==> config.mk <==
export PLATFORM = sky130hd
export DESIGN_NAME = uart_cmd_decoder
export DESIGN_NICKNAME = d
export VERILOG_FILES = /design/src/rtl/uart_cmd_decoder.sv
export SDC_FILE = /design/constraint.sdc
export NUM_CORES = 1
export LEC_CHECK = 0
export CORE_MARGIN = 4
export CORE_UTILIZATION = 25
export DETAILED_ROUTE_END_ITERATION = 6
export PLACE_DENSITY = 0.42
export SYNTH_ARGS = -nofsm -noshare
export SYNTH_HDL_FRONTEND = slang
export SYNTH_SLANG_ARGS = --single-unit
export TNS_END_PERCENT = 20
==> constraint.sdc <==
create_clock -name clk -period 3.66 [get_ports clk]
set_input_delay 1.098 -clock clk [delete_from_list [all_inputs] [get_ports clk]]
set_output_delay 1.098 -clock clk [all_outputs]
set_load 0.005 [all_outputs]
==> src/rtl/uart_cmd_decoder.sv <==
// Assembles UART bytes into 8-byte XOR-checked draw commands and presents them
// over a valid/ready handshake, with single-cycle checksum/overrun/timeout pulses.
module uart_cmd_decoder #(
  parameter int unsigned X_W     = 10,
  parameter int unsigned Y_W     = 10,
  parameter int unsigned TIMEOUT = 100000
) (
  input  logic           clk,
  input  logic           rst,
  input  logic [8:0]     frame,
  input  logic           frame_valid,
  input  logic           cmd_ready,
  output logic           cmd_valid,
  output logic [1:0]     cmd_op,
  output logic [X_W-1:0] cmd_x,
  output logic [Y_W-1:0] cmd_y,
  output logic [7:0]     cmd_color,
  output logic           err_checksum,
  output logic           err_overrun,
  output logic           err_timeout,
  output logic           busy
);

  localparam int unsigned     CntW    = $clog2(TIMEOUT + 1);
  localparam logic [7:0]      Sync    = 8'hA5;
  localparam logic [CntW-1:0] CntLast = CntW'(TIMEOUT - 1);

  typedef enum logic [2:0] {
    StHunt, StOp, StXh, StXl, StYh, StYl, StCol, StChk
  } state_e;

  state_e          state_q;
  logic            fv_q;
  logic [CntW-1:0] cnt_q;
  logic [7:0]      acc_q;
  logic [1:0]      op_q;
  logic [15:0]     x_q;
  logic [15:0]     y_q;
  logic [7:0]      col_q;

  logic [7:0] data;
  logic       byte_stb;
  logic       in_pkt;
  logic       expire;
  logic       chk_stb;
  logic       chk_ok;
  logic       load;

  assign data     = frame[7:0];
  assign byte_stb = frame_valid & ~fv_q;
  assign in_pkt   = (state_q != StHunt);
  // Expiry is taken on the edge where the counter would reach TIMEOUT; a byte wins.
  assign expire   = in_pkt & ~byte_stb & (cnt_q == CntLast);
  assign chk_stb  = byte_stb & (state_q == StChk);
  assign chk_ok   = (data == acc_q);
  assign load     = chk_stb & chk_ok & (~cmd_valid | cmd_ready);
  assign busy     = in_pkt;

  // frame[8] and the coordinate bits above X_W/Y_W are intentionally dropped.
  logic unused_bits;
  assign unused_bits = ^{frame[8], x_q[15:X_W], y_q[15:Y_W]};

  always_ff @(posedge clk or negedge rst) begin
    if (!rst) begin
      state_q      <= StHunt;
      fv_q         <= 1'b1;
      cnt_q        <= '0;
      acc_q        <= '0;
      op_q         <= '0;
      x_q          <= '0;
      y_q          <= '0;
      col_q        <= '0;
      cmd_valid    <= 1'b0;
      cmd_op       <= '0;
      cmd_x        <= '0;
      cmd_y        <= '0;
      cmd_color    <= '0;
      err_checksum <= 1'b0;
      err_overrun  <= 1'b0;
      err_timeout  <= 1'b0;
    end else begin
      fv_q         <= frame_valid;
      err_checksum <= 1'b0;
      err_overrun  <= 1'b0;
      err_timeout  <= 1'b0;

      if (!in_pkt || byte_stb || expire) begin
        cnt_q <= '0;
      end else begin
        cnt_q <= cnt_q + CntW'(1);
      end

      if (byte_stb) begin
        unique case (state_q)
          StHunt: begin
            if (data == Sync) begin
              state_q <= StOp;
              acc_q   <= '0;
            end
          end
          StOp: begin
            op_q    <= data[1:0];
            acc_q   <= acc_q ^ data;
            state_q <= StXh;
          end
          StXh: begin
            x_q[15:8] <= data;
            acc_q     <= acc_q ^ data;
            state_q   <= StXl;
          end
          StXl: begin
            x_q[7:0] <= data;
            acc_q    <= acc_q ^ data;
            state_q  <= StYh;
          end
          StYh: begin
            y_q[15:8] <= data;
            acc_q     <= acc_q ^ data;
            state_q   <= StYl;
          end
          StYl: begin
            y_q[7:0] <= data;
            acc_q    <= acc_q ^ data;
            state_q  <= StCol;
          end
          StCol: begin
            col_q   <= data;
            acc_q   <= acc_q ^ data;
            state_q <= StChk;
          end
          StChk: begin
            state_q <= StHunt;
            if (!chk_ok) begin
              err_checksum <= 1'b1;
            end else if (cmd_valid && !cmd_ready) begin
              err_overrun <= 1'b1;
            end
          end
          default: state_q <= StHunt;
        endcase
      end else if (expire) begin
        state_q     <= StHunt;
        err_timeout <= 1'b1;
      end

      // A completing packet overrides the accept so back-to-back commands never gap.
      if (load) begin
        cmd_valid <= 1'b1;
        cmd_op    <= op_q;
        cmd_x     <= x_q[X_W-1:0];
        cmd_y     <= y_q[Y_W-1:0];
        cmd_color <= col_q;
      end else if (cmd_valid && cmd_ready) begin
        cmd_valid <= 1'b0;
      end
    end
  end

endmodule

After elaboration in Yosys (flattened, before gate mapping)
Index checks and enable logic that the tools add are counted.
Widths: inputs -> output; s select.
{ "word_totals": {"register_bits": 93, "input_bits": 13, "output_inout_bits": 35, "wordCells": 80} }
{ "classes": {"n_addsub": 1, "n_eq_ne": 12, "n_mux": 18, "bitwise_logic": 11, "reduce_logical": 20} }
{ "op_table": {"columns": ["cell", "n"], "rows": [
  ["$pmux 3 s8", 1],
  ["$add 17x1->17 const B", 1],
  ["$eq 17x17->1 const B", 1],
  ["$mux 17", 1],
  ["$pmux 8 s2", 1],
  ["$reduce_and 2->1", 7],
  ["$eq 3x3->1 const B", 4],
  ["$mux 1", 11],
  ["$mux 3", 3],
  ["$eq 8x8->1", 1],
  ["$eq 8x8->1 const B", 1],
  ["$mux 8", 1],
  ["$xor 8x8->8", 1],
  ["$and 1x1->1", 6],
  ["$eq 3x2->1 const B", 2],
  ["$reduce_bool 2->1", 3],
  ["$reduce_or 6->1", 1],
  ["$eq 3x1->1 const B", 1],
  ["$logic_not 3->1", 1],
  ["$ne 3x3->1 const B", 1],
  ["$not 1->1", 3],
  ["$reduce_and 3->1", 1],
  ["$reduce_bool 3->1", 1],
  ["$logic_and 1x1->1", 2],
  ["4 further kinds", 6]
]} }

Logic depth before layout (Yosys ltp)
Gate-level depths: netlist of run 1.
{ "depth": {"ltp_word": 7, "mapped_depth": 7, "ltp_nobuf": 6} }

Worst setup path after synthesis of run 1
OpenSTA, ideal clock, no wires.
{ "synth_timing": {"path_kind": "input port to flip-flop", "startpoint": "in frame[0]", "endpoint": "reg cmd_color[0]", "setup_ps": 125, "t_arrival_ps": 2317, "required_time_ps": 3535, "slack_ps": 1218, "stages": 6, "n_path_buf": 2, "cell_sequence": "buf_6 xor2_1 nor4_4 nand3_2 buf_6 mux2_4"} }
{ "synth_between": {"elab_chain_cells": 3} }
{ "synth_rtl": {"columns": ["element", "line_no", "rtl"], "rows": [
  ["from (decl)", "10", "input logic [8:0] frame,"],
  ["$eq 8x8->1", "55", "assign chk_ok = (data == acc_q);"],
  ["$and 1x1->1 (2 in series)", "56", "assign load = chk_stb & chk_ok & (~cmd_valid | cmd_ready);"],
  ["to (signal assigned)", "152", "cmd_color <= col_q;"],
  ["to (decl)", "17", "output logic [7:0] cmd_color,"]
]} }
Every way passes these cells.
A chain may end at the register's enable or synchronous reset.

Final worst setup path of run 1
{ "layout_timing": {"startpoint": "reg state_q[0]", "endpoint": "out busy"} }
{ "layout_between": {"elab_chain_cells": 1} }
{ "layout_rtl": {"columns": ["element", "line_no", "rtl"], "rows": [
  ["from (decl)", "32", "state_e state_q;"],
  ["from (signal assigned)", "65", "state_q <= StHunt;"],
  ["from (signal assigned)", "97", "state_q <= StOp;"],
  ["from (signal assigned)", "104", "state_q <= StXh;"],
  ["$reduce_bool 3->1", "51", "assign in_pkt = (state_q != StHunt);"],
  ["to (decl)", "21", "output logic busy"]
]} }
Every way passes these cells.

==> impl_metrics.tcl, run 1 <==
set metrics [dict create \
    grt_pass1_vias 2727 \
    grt_max_degree 55 \
    setup_viol 0 \
    maxCapViolations 0 \
    num-nets-final 389 \
    synth.distinct_cells 43 \
    syn_avg_cell_area_sq_um 13.6 \
    path_clk_slew_ps 70 \
    drt_iter0_drc 55 \
    syn_nets 332 \
    drv_slew 0 \
    crit_fanout 5 \
    cts_tree "done" \
    synth_seq_cells 93 \
    antenna_found_initial 1 \
    final_util 0.319 \
    p_total_mw 3.11 \
    cts.repair.resized 0 \
    cts.htree.levels 3 \
    ant_nets 0 \
    whs_ps 468 \
    clk_latency_ps 350 \
    worstSetupStartpoint "state_q[0]$_DFFE_PN0P_" \
    ios 48 \
    die-height_um 139 \
    ff_latch_area_sq_mm 0.00233 \
    synth_edf_count 0 \
    fmax_mhz 336 \
    postCtsSetupBuffers 0 \
    worstSetupPathType "reg -> out" \
    tightest_slew_ps 727 \
    place.gp.congestion 0.745 \
    via_count 2600 \
    pre_cts_ws_ps 354 \
    fin_area_sq_mm 0.00531 \
    clockBufferDepth 2 \
    coreArea_sq_mm 0.0166 \
    final_common_cell "dfrtp_1" \
    synthesis.instances 314 \
    drt-total-wl_mm 9.35 \
    antenna_cells 0 \
    synthAdderAreaFrac 0.0147 \
    fillerInstances 1685 \
    synthXorXnorAreaFrac 0.0411 \
    ctsHoldBuffers 0 \
    multi_input_area_sq_mm 0.00184 \
    setup_tns_ps 0 \
    cts.sinks 93 \
    grt_pass1_wl_mm 15.5 \
    skew_ps 13.9 \
    r2r-start "state_q[0]$_DFFE_PN0P_" \
    core.rowCount 47 \
    area_growth_pct 24.5 \
    yosysSeqAreaShare 0.547 \
    stdcell_count 596 \
    fp.dieW_um 139 \
    rsz0062_at_grt "false" \
    min_period_over_period 0.814 \
    grt_usage 0.102 \
    drc 0 \
    hold_viol_final 0 \
    worst_setup_path_end_kind "primary output" \
    min_from "cnt_q[0]$_DFF_PN0_" \
    fin_crit_ps 2980 \
    synth.mux.area_fraction 0.190 \
    setup_ws_ps 682 \
    cp.arrival_ps 1880 \
    grt-ovfl-total 0 \
    start_util 0.256 \
    drive_above_1_share 0.258 \
    routedWlPerCell_um 15.7 \
    synth_compound_gate_area_share 0.0388 \
    dp_hpwl_mm 6.41 \
    vias_per_cell 4.36 \
    cp_data_required_time_ps 2560 \
    vdd_drop_max_mv 0.259 \
    cts_buffers 9 \
    io_buffers 46 \
    dpl_cell_area_sq_mm 0.00501 \
    synth.cell_area_sq_mm 0.00426 \
    synth-main-ff-cell "dfrtp_1" \
    power.leakage_nw 2.38 \
    worst_hold_path_type "reg -> reg" \
    yosys.area_share.simple 0.147 \
    max_slew_margin 0.515 \
    cts_root_buf "clkbuf_16" \
    synthArstFlopShare 1.00 \
    yosysWarnings 0 \
    final_cell_mix "dfrtp_1 (92), clkdlybuf4s50_1 (45), mux2_2 (30), mux2_4 (30), nor2_1 (17)" \
    outcome "completed" \
    die-area_sq_mm 0.0192 \
    dr.pass1.iters 4 \
    startpoint_type "flop" \
    synth_top_family_by_area "multiplexers" \
    p_per_area_mw_per_mm2 586 \
    place_inst 580 \
]
==> per-layer routing <==
metal / up-vias / wire (um) / GRT usage
met2: 47 / 4310 / 0.157
met1: 1278 / 4340 / 0.131
met4: 2 / 199 / 0.0406
met3: 16 / 496 / 0.0369
li1: 1257 / - / -
met5: - / 9 / 0
==> synth_stat cells (2+ instances only) <==
cell type,n,area [sq um]
dfrtp_1,92,2300
mux2_2,30,338
mux2_4,30,450
nor2_1,17,63.8
xor2_1,14,123
nand2b_1,10,62.6
nor4_1,10,62.6
nor2b_1,9,56.3
a221o_1,8,80.1
nand2_1,8,30.0
nand3_1,8,40.0
nand4_1,7,43.8
o21ai_0,6,30.0
xnor2_1,6,52.6
a21oi_1,5,25.0
ha_1,5,62.6
buf_6,4,45.0
inv_1,4,15.0
or3_1,4,25.0
and3_1,3,18.8
buf_2,3,15.0
clkbuf_1,3,11.3
and4_1,2,17.5
mux2i_1,2,20.0
nor3b_1,2,15.0
nor4_4,2,42.5
nor4b_1,2,17.5
nor4bb_1,2,20.0
o22ai_1,2,12.5
==> registers in the layout, summed over array words and instances, names as in the netlist <==
register / cells
cmd_color: 8
err_checksum: 1
col_q: 8
err_overrun: 1
acc_q: 8
state_q: 3
cmd_op: 2
x_q: 10
op_q: 2
fv_q: 1
cnt_q: 17
cmd_valid: 1
cmd_y: 10
err_timeout: 1
cmd_x: 10
y_q: 10
==> power breakdown <==
part	switching (mW)	leakage, nW	internal (mW)
sequential	0.147	1.26	1.25
combinational	0.418	0.976	0.371
clock	0.447	0.140	0.480
total	1.01	2.38	2.10
==> layout make-up <==
cell class,count,share of cell area
Clock buffer,9,0.0425
Clock inverter,7,0.0132
Inverter,4,0.00283
Multi-Input combinational cell,206,0.346
Sequential cell,93,0.439
Tap cell,220,0.0519
Timing Repair Buffer,57,0.104
==> worst max-delay path: stages, from the launching register on <==
cell and delay (ps):
dfrtp_1 380, inv_1 90, ha_1 250, nand2b_1 230
clkdlybuf4s50_1 580
==> final timing paths <==
path                                       endpoint  slack [ps]  cells past startpoint
max                                            busy         680                      4
min                              cnt_q[0]$_DFF_PN0_         470                      1
max reg2reg                    acc_q[7]$_DFFE_PN0P_        1520                      5
min reg2reg                      cnt_q[0]$_DFF_PN0_         470                      1
max in group asynchronous        cnt_q[8]$_DFF_PN0_        2180                      2
min in group asynchronous  cmd_color[5]$_DFFE_PN0P_         790                      1
==> cells by family (layout without fill, tap and decap cells) <==
group	Yosys count	after routing
fa+ha+maj	5	5
simple gates	96	96
flops	93	93
compound gates	23	23
xor+xnor	20	20
mux	62	62
buf+inv	15	77
Note: power is estimated with default switching activity, not from simulation.
==> inputs of run 2 (changes only) <==
Settings changed: PLACE_DENSITY 0.42 to 0.43.
Clock period 3.66 ns to 2.7 ns, I/O delays scaled along.
==> impl_metrics.tcl, run 2 (synthesized netlist as in run 1, its figures left out) <==
set metrics [dict create \
    min_period_over_period 0.959 \
    core.rowCount 47 \
    cts_root_buf "clkbuf_16" \
    rsz0062_at_grt "false" \
    drc 0 \
    vias_per_cell 4.35 \
    worstSetupPathType "in -> reg" \
    max_slew_margin 0.601 \
    p_sw_frac 0.295 \
    grt_pass1_wl_mm 15.9 \
    dpl_cell_area_sq_mm 0.00527 \
    clockBufferDepth 2 \
    r2r-start "state_q[0]$_DFFE_PN0P_" \
    skew_ps 8.44 \
    drv_slew 0 \
    cts.sinks 93 \
    postCtsSetupBuffers 0 \
    die-height_um 139 \
    path_clk_slew_ps 60 \
    fin_area_sq_mm 0.00558 \
    worst_hold_path_type "in -> async" \
    grt_usage 0.104 \
    fp.dieW_um 139 \
    p_sw_mw 1.31 \
    crit_fanout 8 \
    num-nets-final 420 \
    hold_viol_final 0 \
    cts_tree "done" \
    combPwrFrac 0.275 \
    place_inst 611 \
    p_seq_frac 0.429 \
    internal_power_mw 3.11 \
    die-area_sq_mm 0.0192 \
    antenna_cells 0 \
    cts.htree.levels 3 \
    p_clk_frac 0.296 \
    stdcell_count 627 \
    grt-ovfl-total 0 \
    vdd_drop_max_mv 0.362 \
    routedWlPerCell_um 14.9 \
    outcome "completed" \
    largest_register_ffs 17 \
    via_count 2730 \
    fmax_mhz 386 \
    cp.arrival_ps 2810 \
    maxCapViolations 0 \
    tightest_slew_ps 599 \
    worst_setup_path_end_kind "flop" \
    ios 48 \
    grt_pass1_vias 2905 \
    setup_viol 0 \
    final_cell_mix "dfrtp_1 (92), clkdlybuf4s50_1 (44), buf_4 (40)" \
    grt_max_degree 43 \
    drive_above_1_share 0.314 \
    start_util 0.256 \
    startpoint_type "input pin" \
    setup_tns_ps 0 \
    clk_latency_ps 350 \
    final_util 0.335 \
    drt_iter0_drc 130 \
    pre_cts_ws_ps -289 \
    worstSetupStartpoint "frame[4]" \
    fin_crit_ps 2590 \
    ant_nets 0 \
    dr.pass1.iters 6 \
    cp_data_required_time_ps 2920 \
    place.gp.congestion 0.730 \
    final_common_cell "dfrtp_1" \
    p_per_area_mw_per_mm2 792 \
    antenna_found_initial 0 \
    drt-total-wl_mm 9.33 \
    io_buffers 46 \
    cts_buffers 9 \
    reg2reg_depth 7 \
    setup_ws_ps 110 \
    area_growth_pct 30.9 \
    dp_hpwl_mm 6.93 \
    power.leakage_nw 2.56 \
    top_register "cnt_q" \
    coreArea_sq_mm 0.0166 \
]
-- run 2: cell types whose count changed in the layout (fill, tap and decap cells not counted), moves of 2 or more --
cell        change
clkbuf_8        +3
buf_4          +29
clkinv_2        +2
clkinvlp_4      -2
inv_8           -3
buf_12          +2
-- run 2: worst max-delay path, stage by stage --
cell and delay, ps:
clkdlybuf4s50_1 530, nor4b_1 450, a21oi_1 240, a211o_1 450, a221o_1 330
-- run 2: per-layer routing --
layer	wire (um)	vias up	track usage
met5	0	-	0
met4	147	0	0.0421
met3	382	11	0.0314
met2	4350	40	0.162
met1	4450	1359	0.136
li1	-	1320	-
-- run 2: through the flow --
step / hold slack (ps) / total power [mW]
2_1_floorplan: 433 / 2.65
6_report: 462 / 4.42
5_1_grt: 490 / 4.73
3_3_place_gp: 447 / 3.15
3_5_place_dp: 457 / 3.19
4_1_cts: 465 / 4.51
-- run 2: cell type report --
type | instances | area, sq um
multi-input cells | 206 | 1840
well taps | 220 | 275
clock buffers | 12 | 267
inverters | 4 | 15.0
clock inverters | 4 | 45.0
repair buffers | 88 | 810
flip-flops and latches | 93 | 2330
fillers | 1665 | 11100
-- run 2: path summary, 6_finish.rpt --
| path | slack [ps] | to |
|---|---|---|
| worst min register to register | 460 | cnt_q[0]$_DFF_PN0_ |
| min in group clk | 460 | cnt_q[0]$_DFF_PN0_ |
| worst min-delay path | 460 | cmd_color[3]$_DFFE_PN0P_ |
| worst max-delay path | 110 | acc_q[5]$_DFFE_PN0P_ |
| max in group asynchronous | 1600 | col_q[1]$_DFFE_PN0P_ |
| worst max register to register | 650 | acc_q[5]$_DFFE_PN0P_ |
-- run 2: power by group through the flow --
stage          sequential [mW]  combinational [mW]  clock (mW)
6_report                  1.90                1.22        1.31
5_1_grt                   1.95                1.35        1.43
4_1_cts                   1.90                1.24        1.36
3_5_place_dp              1.93                1.25           0
3_3_place_gp              1.92                1.24           0
2_1_floorplan             1.84               0.801           0
-- run 2: what timing repair did --
item	CTS	global route
resized for setup	1	0
hold buffers	0	0
endpoints found under the hold margin	0	0
endpoints found under the setup margin	1	0
==> inputs of run 3 (changes only) <==
Settings changed: PLACE_DENSITY 0.43 to 0.51, RECOVER_POWER set to 50.
==> impl_metrics.tcl, run 3 (synthesized netlist as in run 1, its figures left out) <==
set metrics [dict create \
    outcome "completed" \
    cts_buffers 9 \
    postCtsSetupBuffers 0 \
    cts.htree.levels 3 \
    top_register "cnt_q" \
    rsz0062_at_grt "false" \
    dr.pass1.iters 4 \
    place.gp.congestion 0.790 \
    cp.arrival_ps 2780 \
    fmax_mhz 392 \
    antenna_cells 0 \
    drive_above_1_share 0.298 \
    grt-ovfl-total 0 \
    min_from "cnt_q[0]$_DFF_PN0_" \
    start_util 0.256 \
    fin_area_sq_mm 0.00552 \
    core.rowCount 47 \
    cpMaxStageDelayCell "clkdlybuf4s50_1" \
    maxCapViolations 0 \
    worst_hold_path_type "reg -> reg" \
    skew_ps 7.45 \
    startpoint_type "input pin" \
    area_growth_pct 29.6 \
    ff_latch_area_sq_mm 0.00233 \
    internal_power_mw 3.12 \
    coreArea_sq_mm 0.0166 \
    tightest_slew_ps 1290 \
    crit_fanout 8 \
    whs_ps 474 \
    drt-total-wl_mm 9.11 \
    final_cell_mix "dfrtp_1 (92), clkdlybuf4s50_1 (43), mux2_2 (30), mux2_4 (30), buf_4 (30)" \
    final_util 0.332 \
    ant_nets 0 \
    p_clk_frac 0.307 \
    combPwrFrac 0.272 \
    vdd_drop_max_mv 0.289 \
    setup_ws_ps 146 \
    grt_max_degree 94 \
    drt_iter0_drc 145 \
    grt_pass1_wl_mm 15.1 \
    drc 0 \
    io_buffers 46 \
    power.leakage_nw 2.52 \
    ctsHoldBuffers 0 \
    grt_usage 0.0982 \
    drv_slew 0 \
    dp_hpwl_mm 6.45 \
    worstSetupPathType "in -> reg" \
    pre_cts_ws_ps -167 \
    fin_crit_ps 2550 \
    min_period_over_period 0.946 \
    fillerInstances 1632 \
    setup_tns_ps 0 \
    multi_input_area_sq_mm 0.00184 \
    max_slew_margin 0.141 \
    p_sw_frac 0.300 \
    path_cells "clkdlybuf4s50_1, nor4b_1, a21oi_1, a211o_1, a221o_1" \
    worst_setup_path_end_kind "flop" \
    cpPeakStageDelay_ps 520 \
    p_seq_frac 0.421 \
    via_count 2730 \
    setup_viol 0 \
    final_common_cell "dfrtp_1" \
    worstSetupStartpoint "frame[6]" \
    fp.dieW_um 139 \
    grt_pass1_vias 2859 \
    cts.sinks 93 \
    vias_per_cell 4.40 \
    hold_viol_final 0 \
    clockBufferDepth 2 \
    r2r-start "state_q[0]$_DFFE_PN0P_" \
    cp_data_required_time_ps 2920 \
    path_clk_slew_ps 70 \
    antenna_found_initial 0 \
    p_per_area_mw_per_mm2 806 \
    die-height_um 139 \
    p_sw_mw 1.34 \
    dpl_cell_area_sq_mm 0.00523 \
    clk_latency_ps 340 \
    routedWlPerCell_um 14.7 \
    num-nets-final 413 \
    cts_tree "done" \
    ios 48 \
    cts_root_buf "clkbuf_16" \
    largest_register_ffs 17 \
    die-area_sq_mm 0.0192 \
]
[run 3: final timing paths]
path	cells past startpoint	slack, ps	end
max	5	150	acc_q[4]$_DFFE_PN0P_
min	1	470	cnt_q[0]$_DFF_PN0_
max reg2reg	8	590	acc_q[4]$_DFFE_PN0P_
min reg2reg	1	470	cnt_q[0]$_DFF_PN0_
max in group asynchronous	2	1000	cmd_y[2]$_DFFE_PN0P_
min in group asynchronous	2	850	cnt_q[5]$_DFF_PN0_
[run 3: final cells by class]
class / instances / area share
Sequential cell: 93 / 0.422
Multi-Input combinational cell: 206 / 0.333
Timing Repair Buffer: 81 / 0.134
Tap cell: 220 / 0.0499
Clock buffer: 9 / 0.0408
Clock inverter: 7 / 0.0179
Inverter: 4 / 0.00272
[run 3: stage by stage]
step           instances  total power [mW]
2_1_floorplan        314              2.65
3_3_place_gp         604              3.10
3_5_place_dp         604              3.15
4_1_cts              620              4.55
5_1_grt              620              4.74
6_report             620              4.45
[run 3: power groups by stage]
stage	Combinational, mW	Clock, mW	Sequential (mW)
after floorplan	0.801	0	1.84
after global placement	1.22	0	1.89
after detailed placement	1.25	0	1.90
after CTS	1.26	1.41	1.88
after global routing	1.35	1.46	1.92
final	1.21	1.37	1.87
[run 3: repair_timing]
| action | in CTS | in global routing |
|---|---|---|
| gates resized for setup | 0 | 1 |
| endpoints found under the setup margin | 0 | 1 |
| hold endpoints to repair | 0 | 0 |
[run 3: layer usage]
layer | GRT usage | vias up | share of wire
li1 | - | 1299 | -
met1 | 0.128 | 1371 | 0.48
met2 | 0.150 | 48 | 0.45
met3 | 0.0338 | 12 | 0.046
met4 | 0.0406 | 0 | 0.017
met5 | 0 | - | 0
[run 3: critical path: cells and delay by family]
kind                   cells  cell delay [ps]
AND/OR/NAND/NOR            1              460
AO/OA/AOI/OAI              3             1000
buffers and inverters      1              520
